[src/rtl/gene_sweep_driver.sv]
// Gene-network sweep driver: walks initial states lo..hi (with 8-bit wrap),
// iterates the external update function until a fixed point or the step
// limit, and hands one result record per initial state to a valid/ready sink.
module gene_sweep_driver #(
  parameter int unsigned MAX_STEPS = 64,
  parameter int unsigned STEP_W    = 8
) (
  input  logic              clk,
  input  logic              rst,
  input  logic              start,
  input  logic              abort,
  input  logic [7:0]        sweep_lo,
  input  logic [7:0]        sweep_hi,
  output logic [7:0]        x,
  input  logic [7:0]        nx_in,
  output logic [7:0]        init_val,
  output logic              busy,
  output logic              res_valid,
  input  logic              res_ready,
  output logic [7:0]        res_init,
  output logic [7:0]        res_state,
  output logic [STEP_W-1:0] res_steps,
  output logic              res_found,
  output logic [8:0]        fp_count,
  output logic              done
);

  typedef enum logic [2:0] {
    S_IDLE,
    S_LOAD,
    S_RUN,
    S_REPORT,
    S_FIN
  } state_e;

  localparam logic [STEP_W-1:0] STEP_LIMIT = STEP_W'(MAX_STEPS);

  state_e            state_q, state_d;
  logic [7:0]        hi_q, hi_d;
  logic [7:0]        cur_q, cur_d;
  logic [7:0]        x_q, x_d;
  logic [7:0]        init_q, init_d;
  logic [STEP_W-1:0] steps_q, steps_d;
  logic [7:0]        rec_init_q, rec_init_d;
  logic [7:0]        rec_state_q, rec_state_d;
  logic [STEP_W-1:0] rec_steps_q, rec_steps_d;
  logic              rec_found_q, rec_found_d;
  logic [8:0]        fp_q, fp_d;

  logic is_fixed;
  logic at_limit;
  logic last_init;

  assign is_fixed  = (nx_in == x_q);
  assign at_limit  = (steps_q == STEP_LIMIT);
  assign last_init = (cur_q == hi_q);

  // FSM state register
  always_ff @(posedge clk or posedge rst) begin
    if (rst) state_q <= S_IDLE;
    else     state_q <= state_d;
  end

  // FSM next-state: abort overrides every transition
  always_comb begin
    state_d = state_q;
    if (abort) begin
      state_d = S_IDLE;
    end else begin
      unique case (state_q)
        S_IDLE:   if (start) state_d = S_LOAD;
        S_LOAD:   state_d = S_RUN;
        S_RUN:    if (is_fixed || at_limit) state_d = S_REPORT;
        S_REPORT: if (res_ready) state_d = last_init ? S_FIN : S_LOAD;
        S_FIN:    state_d = S_IDLE;
        default:  state_d = S_IDLE;
      endcase
    end
  end

  // FSM outputs decoded from the registered state
  always_comb begin
    busy      = (state_q != S_IDLE);
    res_valid = (state_q == S_REPORT);
    done      = (state_q == S_FIN);
  end

  // Datapath next-state; abort freezes all data so fp_count keeps its partial value
  always_comb begin
    hi_d        = hi_q;
    cur_d       = cur_q;
    x_d         = x_q;
    init_d      = init_q;
    steps_d     = steps_q;
    rec_init_d  = rec_init_q;
    rec_state_d = rec_state_q;
    rec_steps_d = rec_steps_q;
    rec_found_d = rec_found_q;
    fp_d        = fp_q;
    if (!abort) begin
      unique case (state_q)
        S_IDLE: begin
          if (start) begin
            hi_d  = sweep_hi;
            cur_d = sweep_lo;
            fp_d  = '0;
          end
        end
        S_LOAD: begin
          x_d     = cur_q;
          init_d  = cur_q;
          steps_d = '0;
        end
        S_RUN: begin
          if (is_fixed) begin
            rec_init_d  = init_q;
            rec_state_d = x_q;
            rec_steps_d = steps_q;
            rec_found_d = 1'b1;
            fp_d        = fp_q + 9'd1;
          end else if (at_limit) begin
            rec_init_d  = init_q;
            rec_state_d = x_q;
            rec_steps_d = steps_q;
            rec_found_d = 1'b0;
          end else begin
            x_d     = nx_in;
            steps_d = steps_q + STEP_W'(1);
          end
        end
        S_REPORT: begin
          if (res_ready && !last_init) cur_d = cur_q + 8'd1;
        end
        default: ;
      endcase
    end
  end

  // Datapath registers
  always_ff @(posedge clk or posedge rst) begin
    if (rst) begin
      hi_q        <= '0;
      cur_q       <= '0;
      x_q         <= '0;
      init_q      <= '0;
      steps_q     <= '0;
      rec_init_q  <= '0;
      rec_state_q <= '0;
      rec_steps_q <= '0;
      rec_found_q <= 1'b0;
      fp_q        <= '0;
    end else begin
      hi_q        <= hi_d;
      cur_q       <= cur_d;
      x_q         <= x_d;
      init_q      <= init_d;
      steps_q     <= steps_d;
      rec_init_q  <= rec_init_d;
      rec_state_q <= rec_state_d;
      rec_steps_q <= rec_steps_d;
      rec_found_q <= rec_found_d;
      fp_q        <= fp_d;
    end
  end

  assign x         = x_q;
  assign init_val  = init_q;
  assign res_init  = rec_init_q;
  assign res_state = rec_state_q;
  assign res_steps = rec_steps_q;
  assign res_found = rec_found_q;
  assign fp_count  = fp_q;

endmodule

[config.mk]
export PLATFORM = sky130hd
export DESIGN_NAME = gene_sweep_driver
export DESIGN_NICKNAME = d
export VERILOG_FILES = /design/src/rtl/gene_sweep_driver.sv
export SDC_FILE = /design/constraint.sdc
export NUM_CORES = 1
export LEC_CHECK = 0
export CAP_MARGIN = 30
export CORE_MARGIN = 4
export CORE_UTILIZATION = 51
export DETAILED_ROUTE_END_ITERATION = 16
export GPL_ROUTABILITY_DRIVEN = 0
export PLACE_DENSITY = 0.77
export SYNTH_ARGS = -nofsm -noshare
export SYNTH_HDL_FRONTEND = slang
export SYNTH_SLANG_ARGS = --single-unit
[constraint.sdc]
create_clock -name clk -period 2.8 [get_ports clk]
set_clock_uncertainty 0.05 [all_clocks]
set_input_delay 0.42 -clock clk [delete_from_list [all_inputs] [get_ports clk]]
set_output_delay 0.42 -clock clk [all_outputs]
set_load 0.01 [all_outputs]
# Word level (Yosys, flattened, before mapping)
# Cells that the tools add are included.
# op_classes
n_addsub	3
eq_ne	15
mux	26
bitwise_logic	1
n_reduce_logical	16
# op_table
op	count
8-bit two-way mux	12
8-bit case mux with 2 select lines	3
9-bit two-way mux	2
9-bit case mux with 2 select lines	1
8-bit by 1-bit adder with 8-bit output, second input constant	2
8-bit equality test	2
3-bit two-way mux	5
3-bit case mux with 4 select lines	1
4-bit AND reduction	3
9-bit by 1-bit adder with 9-bit output, second input constant	1
3-bit AND reduction	3
8-bit by 7-bit equality test with 1-bit output, second input constant	1
2-bit != test, second input constant	4
2-bit nonzero test	4
3-bit by 2-bit equality test with 1-bit output, second input constant	2
3-bit != test, second input constant	2
3-bit by 1-bit equality test with 1-bit output, second input constant	1
3-bit equality test, second input constant	1
3-bit logical NOT	1
3-bit by 2-bit != test with 1-bit output, second input constant	1
3-bit nonzero test	1
1-bit two-way mux	2
2-bit by 1-bit != test with 1-bit output, second input constant	1
2-bit AND reduction	1
4 further kinds	4
# word_totals
regBits	77
in_bits	29
word_cells	72

# Longest topological paths before layout
# logic_depth
word_depth	5
ltp_mapped	9

# Worst setup path after synthesis
# Ideal clock, no wire load.
# synth_timing
path_type	register -> register
from	register state_q[0]
to	register cur_q[1]
setup_time_ns	0.125
t_arrival_ns	1.835
required_time_ns	2.625
slack_ns	0.791
stages_incl_launch_ff	8
n_path_buf	1
cell_sequence	dfrtp_1 -> buf_2 -> nor3_2 -> inv_1 -> nor2_1 -> nor2_1 -> o21ai_2 -> mux2_2
# synth_via
elab_chain_len	3
elab_cells_between_ends	7
# synth_lines
element	line	source
start: declaration	38	state_e state_q, state_d;
start signal: assignment	61	else state_q <= state_d;
3-bit by 2-bit equality test with 1-bit output / 3-bit logical NOT (equally long branches)	101	unique case (state_q)
2-bit by 1-bit != test with 1-bit output (no source line), or another cell as far along	--	
4-bit AND reduction (no source line)	--	
end signal: assignment	154	cur_q <= cur_d;
end: declaration	40	logic [7:0] cur_q, cur_d;
# Several ways; a longest one is shown, not always the timed one.
# A chain may end at the register's enable or synchronous reset.

# Worst setup path after layout
# layout_timing
from	register state_q[0]
to	output port res_valid
# layout_via
elab_chain_len	1
# layout_lines
element	line	source
3-bit by 2-bit equality test with 1-bit output	84	res_valid = (state_q == S_REPORT);
end: declaration	18	output logic res_valid,
# No other way between the ends.

==> qor_table.md <==
| Stage | Item | Reported |
|:---|:---|:---|
| finish | Final net count | 485 |
| clocking | Clock latency of the later-clocked register in the worst-skew pair | 0.36 ns |
| clocking | Number of sinks driven by the clock tree | 77 |
| floorplanning | Height of the die | 94.4 um |
| critical path | CP max stage cell | sky130_fd_sc_hd__dfrtp_1 |
| synthesis | Area share of the largest cell type after synthesis | 50.6% |
| clocking | Clock Tree Buf Depth | 2 |
| sta | Worst slew pin tran | 0.702 ns |
| critical path | Dominant delay contributor by cell family on the critical path | buffers and inverters |
| finish | Layout cell share with drive strength beyond 1 | 14.9% |
| synthesis | Complex-gate fraction of the synthesized area | 14.5% |
| synthesis | Cell area after technology mapping | 3810 um^2 |
| sta | Number of failing setup endpoints in the final timing report | 0 |
| power | Static leakage | 2.21 nW |
| finish | Fin cells | 556 |
| route | Sum of routed wire length over all layers | 9.07 mm |
| placed design | I/O Buffers | 81 |
| power | Largest vdd supply drop | 0.365 mV |
| synthesis | Synth Area in Simple Gates | 18.5% |
| sta | Post-route fraction of the period consumed by the critical path | 92.2% |
| route | 1st-iter DRT viols | 128 |
| critical path | Crit path launch type | register |
| status | Outcome | finished, final reports clean |
| sta | Post-Route Setup TNS | 0 ns |
| synthesis | Post-synthesis average cell area | 10.5 um^2 |
| placed design | Sum of net half-perimeters after detailed placement | 6.66 mm |
| floorplanning | Die X | 94.4 um |
| synthesis | Multiplexer share of the synthesized area | 7.68% |
| critical path | Critical path, cell by cell | nand3b_2 > inv_2 > clkdlybuf4s50_1 |
| synthesis | Post-Synth Adder-Cell Area | 1.31% |
| synthesis | Post-Syn Instances | 364 |
| critical path | WS Path Type | reg -> out |
| sta | Unrepaired setup endpoints after global routing | false |
| synthesis | Most used flip-flop cell after synthesis | sky130_fd_sc_hd__dfrtp_1 |
| critical path | Type of element capturing the critical path | primary output |
| synthesis | Share of the yosys chip area belonging to registers | 50.6% |
| synthesis | Count of distinct cell types in the synthesized netlist | 48 |
| min path | Path category of the worst min-delay check | in -> async |
| finish | Core utilization of the finished layout | 69.2% |
| sta | Endpoints failing hold | 0 |
| synthesis | Total of warnings raised by yosys | 0 |
| floorplanning | Starting density of the core | 52.5% |
| synthesis | Synth top area cells | sky130_fd_sc_hd__dfrtp_1 (51%), sky130_fd_sc_hd__mux2_2 (7.7%), sky130_fd_sc_hd__nand2_1 (4.7%) |
| route | Count of antenna-violating nets left after detailed routing | 0 |
| clocking | TritonCTS clock tree | built |
| clocking | Clock tree root driver cell | sky130_fd_sc_hd__clkbuf_8 |
| floorplanning | Floorplan die area | 8920 um^2 |
| critical path | Buffers & Inverters on Critical Path | 2 |
| clocking | Post-CTS setup buffers | 0 |
| floorplanning | Std-Cell Core Area | 7250 um^2 |
| synthesis | Share of synthesized registers carrying an async set or reset | 100% |
| clocking | Clock slew at the register clock pins of the worst setup and hold paths | 0.08 ns |
| clocking | Cts repair resizes | 0 |
| route | Total DRC errors in the routed layout | 0 |
| placed design | Number of placed instances with taps included | 540 |
| floorplanning | Standard-cell row count | 31 |
| critical path | Arr. time, crit path | 2.11 ns |
| sta | Slew headroom | 53.1% |
| clocking | Clock buffer count from CTS | 9 |
| flow run | Count of maximum capacitance violations | 0 |
| route | Routed wire length per instance | 16.3 um |
| floorplanning | Ports placed on the boundary | 82 |
| global route | Antenna violations before repair | 0 |
| global route | GRT overflow | 0 |
| synthesis | Main combinational cell family by area after synthesis | simple AND/OR/NAND/NOR gates |
| global route | Maximum number of pins on one net before global-route repair | 36 |
| route | Drt first pass iters | 4 |
| synthesis | Net Count, Synth | 397 |
| global route | Vias in the first global route | 3145 |
| synthesis | Largest area contributor in the synthesized netlist | sky130_fd_sc_hd__dfrtp_1 |
| synthesis | Leading post-synthesis cells by instance count | sky130_fd_sc_hd__dfrtp_1 (77), sky130_fd_sc_hd__nand2_1 (48), sky130_fd_sc_hd__mux2_2 (26) |
| power | Areal power density over the cells | 725 nW/um^2 |
| synthesis | Number of enable-type register cells in the synthesized netlist | 0 |
| clocking | Htree depth | 3 |
| synthesis | Most common cell in the netlist | sky130_fd_sc_hd__dfrtp_1 |
| sta | Fmax | 0.387 GHz |
| global route | Aggregate global-route resource usage | 21.8% |
| sta | Shortest clock period the worst path allows after layout | 2.58 ns |
| route | Overall via count from detail_route | 3175 |
| finish | Final antenna diode count | 0 |
| finish | Synth-to-layout area growth | 31.7% |
| global route | Wire length of the first global-routing pass | 15.2 mm |
| critical path | Maximum fanout along the worst path | 17 |
| critical path | Required time worst endpoint | 2.33 ns |
| synthesis | Xor/xnor cell area share of the yosys netlist | 3.68% |
| critical path | Max incr delay on CP | 0.63 ns |
| synthesis | Number of synthesized register bits | 77 |
| clocking | Number of buffers inserted by hold repair at cts | 0 |
| sta | Slew Limit Fails | 0 |
| route | Vias per std cell | 5.71 |
cell families after synthesis:
group,after synthesis
buffers and inverters,31
AND/OR/NAND/NOR,130
multiplexers,26
AO/OA/AOI/OAI,80
flip-flops,77
adder cells (fa/ha/maj),4
XOR/XNOR,16
registers in the layout, indices dropped and copies added (netlist names):
| signal | count |
|---|---|
| res_state | 8 |
| hi_q | 8 |
| x | 8 |
| init_val | 8 |
| steps_q | 8 |
| res_init | 8 |
| cur_q | 8 |
| res_steps | 8 |
| res_found | 1 |
| state_q | 3 |
| fp_count | 9 |
worst paths after layout:
check                           slack [ns]                       to  cells after the start              startpoint
worst max-delay path                  0.22                res_valid                      3  state_q[0]$_DFFE_PP0P_
worst min-delay path                  0.33  res_init[0]$_DFFE_PP0P_                      2                     rst
worst max register to register        0.43         x[4]$_DFFE_PP0P_                      5  state_q[0]$_DFFE_PP0P_
worst min register to register        0.45      hi_q[5]$_DFFE_PP0P_                      2     hi_q[5]$_DFFE_PP0P_
max in group asynchronous             1.81      hi_q[5]$_DFFE_PP0P_                      3                     rst
min in group clk                      0.45      hi_q[5]$_DFFE_PP0P_                      2     hi_q[5]$_DFFE_PP0P_
area by class of cell:
type	instances	area, um^2
clock inverters	6	111
flip-flops and latches	77	1930
fillers	554	2230
well taps	99	124
repair buffers	95	928
clock buffers	10	128
multi-input cells	256	1750
inverters	13	48.8
power by group:
| group | switching (W) | total (W) | internal (W) | leakage [nW] |
|---|---|---|---|---|
| logic | 0.000449 | 0.000995 | 0.000546 | 1.08 |
| clock network | 0.000409 | 0.00100 | 0.000592 | 0.116 |
| registers | 0.000308 | 0.00164 | 0.00133 | 1.01 |
through the flow:
stage,setup WS [ns],hold WS (ns),power (W),instance area [um^2]
6_report,0.218,0.330,0.00364,5020
5_1_grt,0.0965,0.365,0.00382,5020
4_1_cts,0.213,0.337,0.00365,5020
3_5_place_dp,0.0910,0.436,0.00266,4780
3_3_place_gp,0.164,0.433,0.00261,4780
2_1_floorplan,0.363,0.415,0.00213,3810
routing by layer:
layer / global-route usage (%) / vias up / share of wire (%)
met5: 0 / - / 0
met4: 8.66 / 0 / 1.8
met3: 4.38 / 15 / 5.9
met2: 35.5 / 106 / 49
met1: 28.7 / 1546 / 43
li1: - / 1508 / -
cell usage in the layout, fill, tap and decap left out, types with 4 or more instances in the layout:
cell and instances:
sky130_fd_sc_hd__a2bb2oi_1 6, sky130_fd_sc_hd__or4_1 8, sky130_fd_sc_hd__and3_1 9, sky130_fd_sc_hd__nor3b_1 10, sky130_fd_sc_hd__o21ai_0 17, sky130_fd_sc_hd__nand2_1 48
sky130_fd_sc_hd__nand3_1 14, sky130_fd_sc_hd__clkdlybuf4s50_1 81, sky130_fd_sc_hd__mux2_2 26, sky130_fd_sc_hd__o221ai_1 4, sky130_fd_sc_hd__clkbuf_8 9, sky130_fd_sc_hd__a21oi_1 16
sky130_fd_sc_hd__inv_1 11, sky130_fd_sc_hd__xor2_1 8, sky130_fd_sc_hd__dfrtp_1 77, sky130_fd_sc_hd__a221o_1 8, sky130_fd_sc_hd__a31oi_1 6, sky130_fd_sc_hd__o31ai_1 9
sky130_fd_sc_hd__nor2_1 17, sky130_fd_sc_hd__xnor2_1 8, sky130_fd_sc_hd__ha_1 4, sky130_fd_sc_hd__buf_4 13
Note: power is estimated with default switching activity, not from simulation.
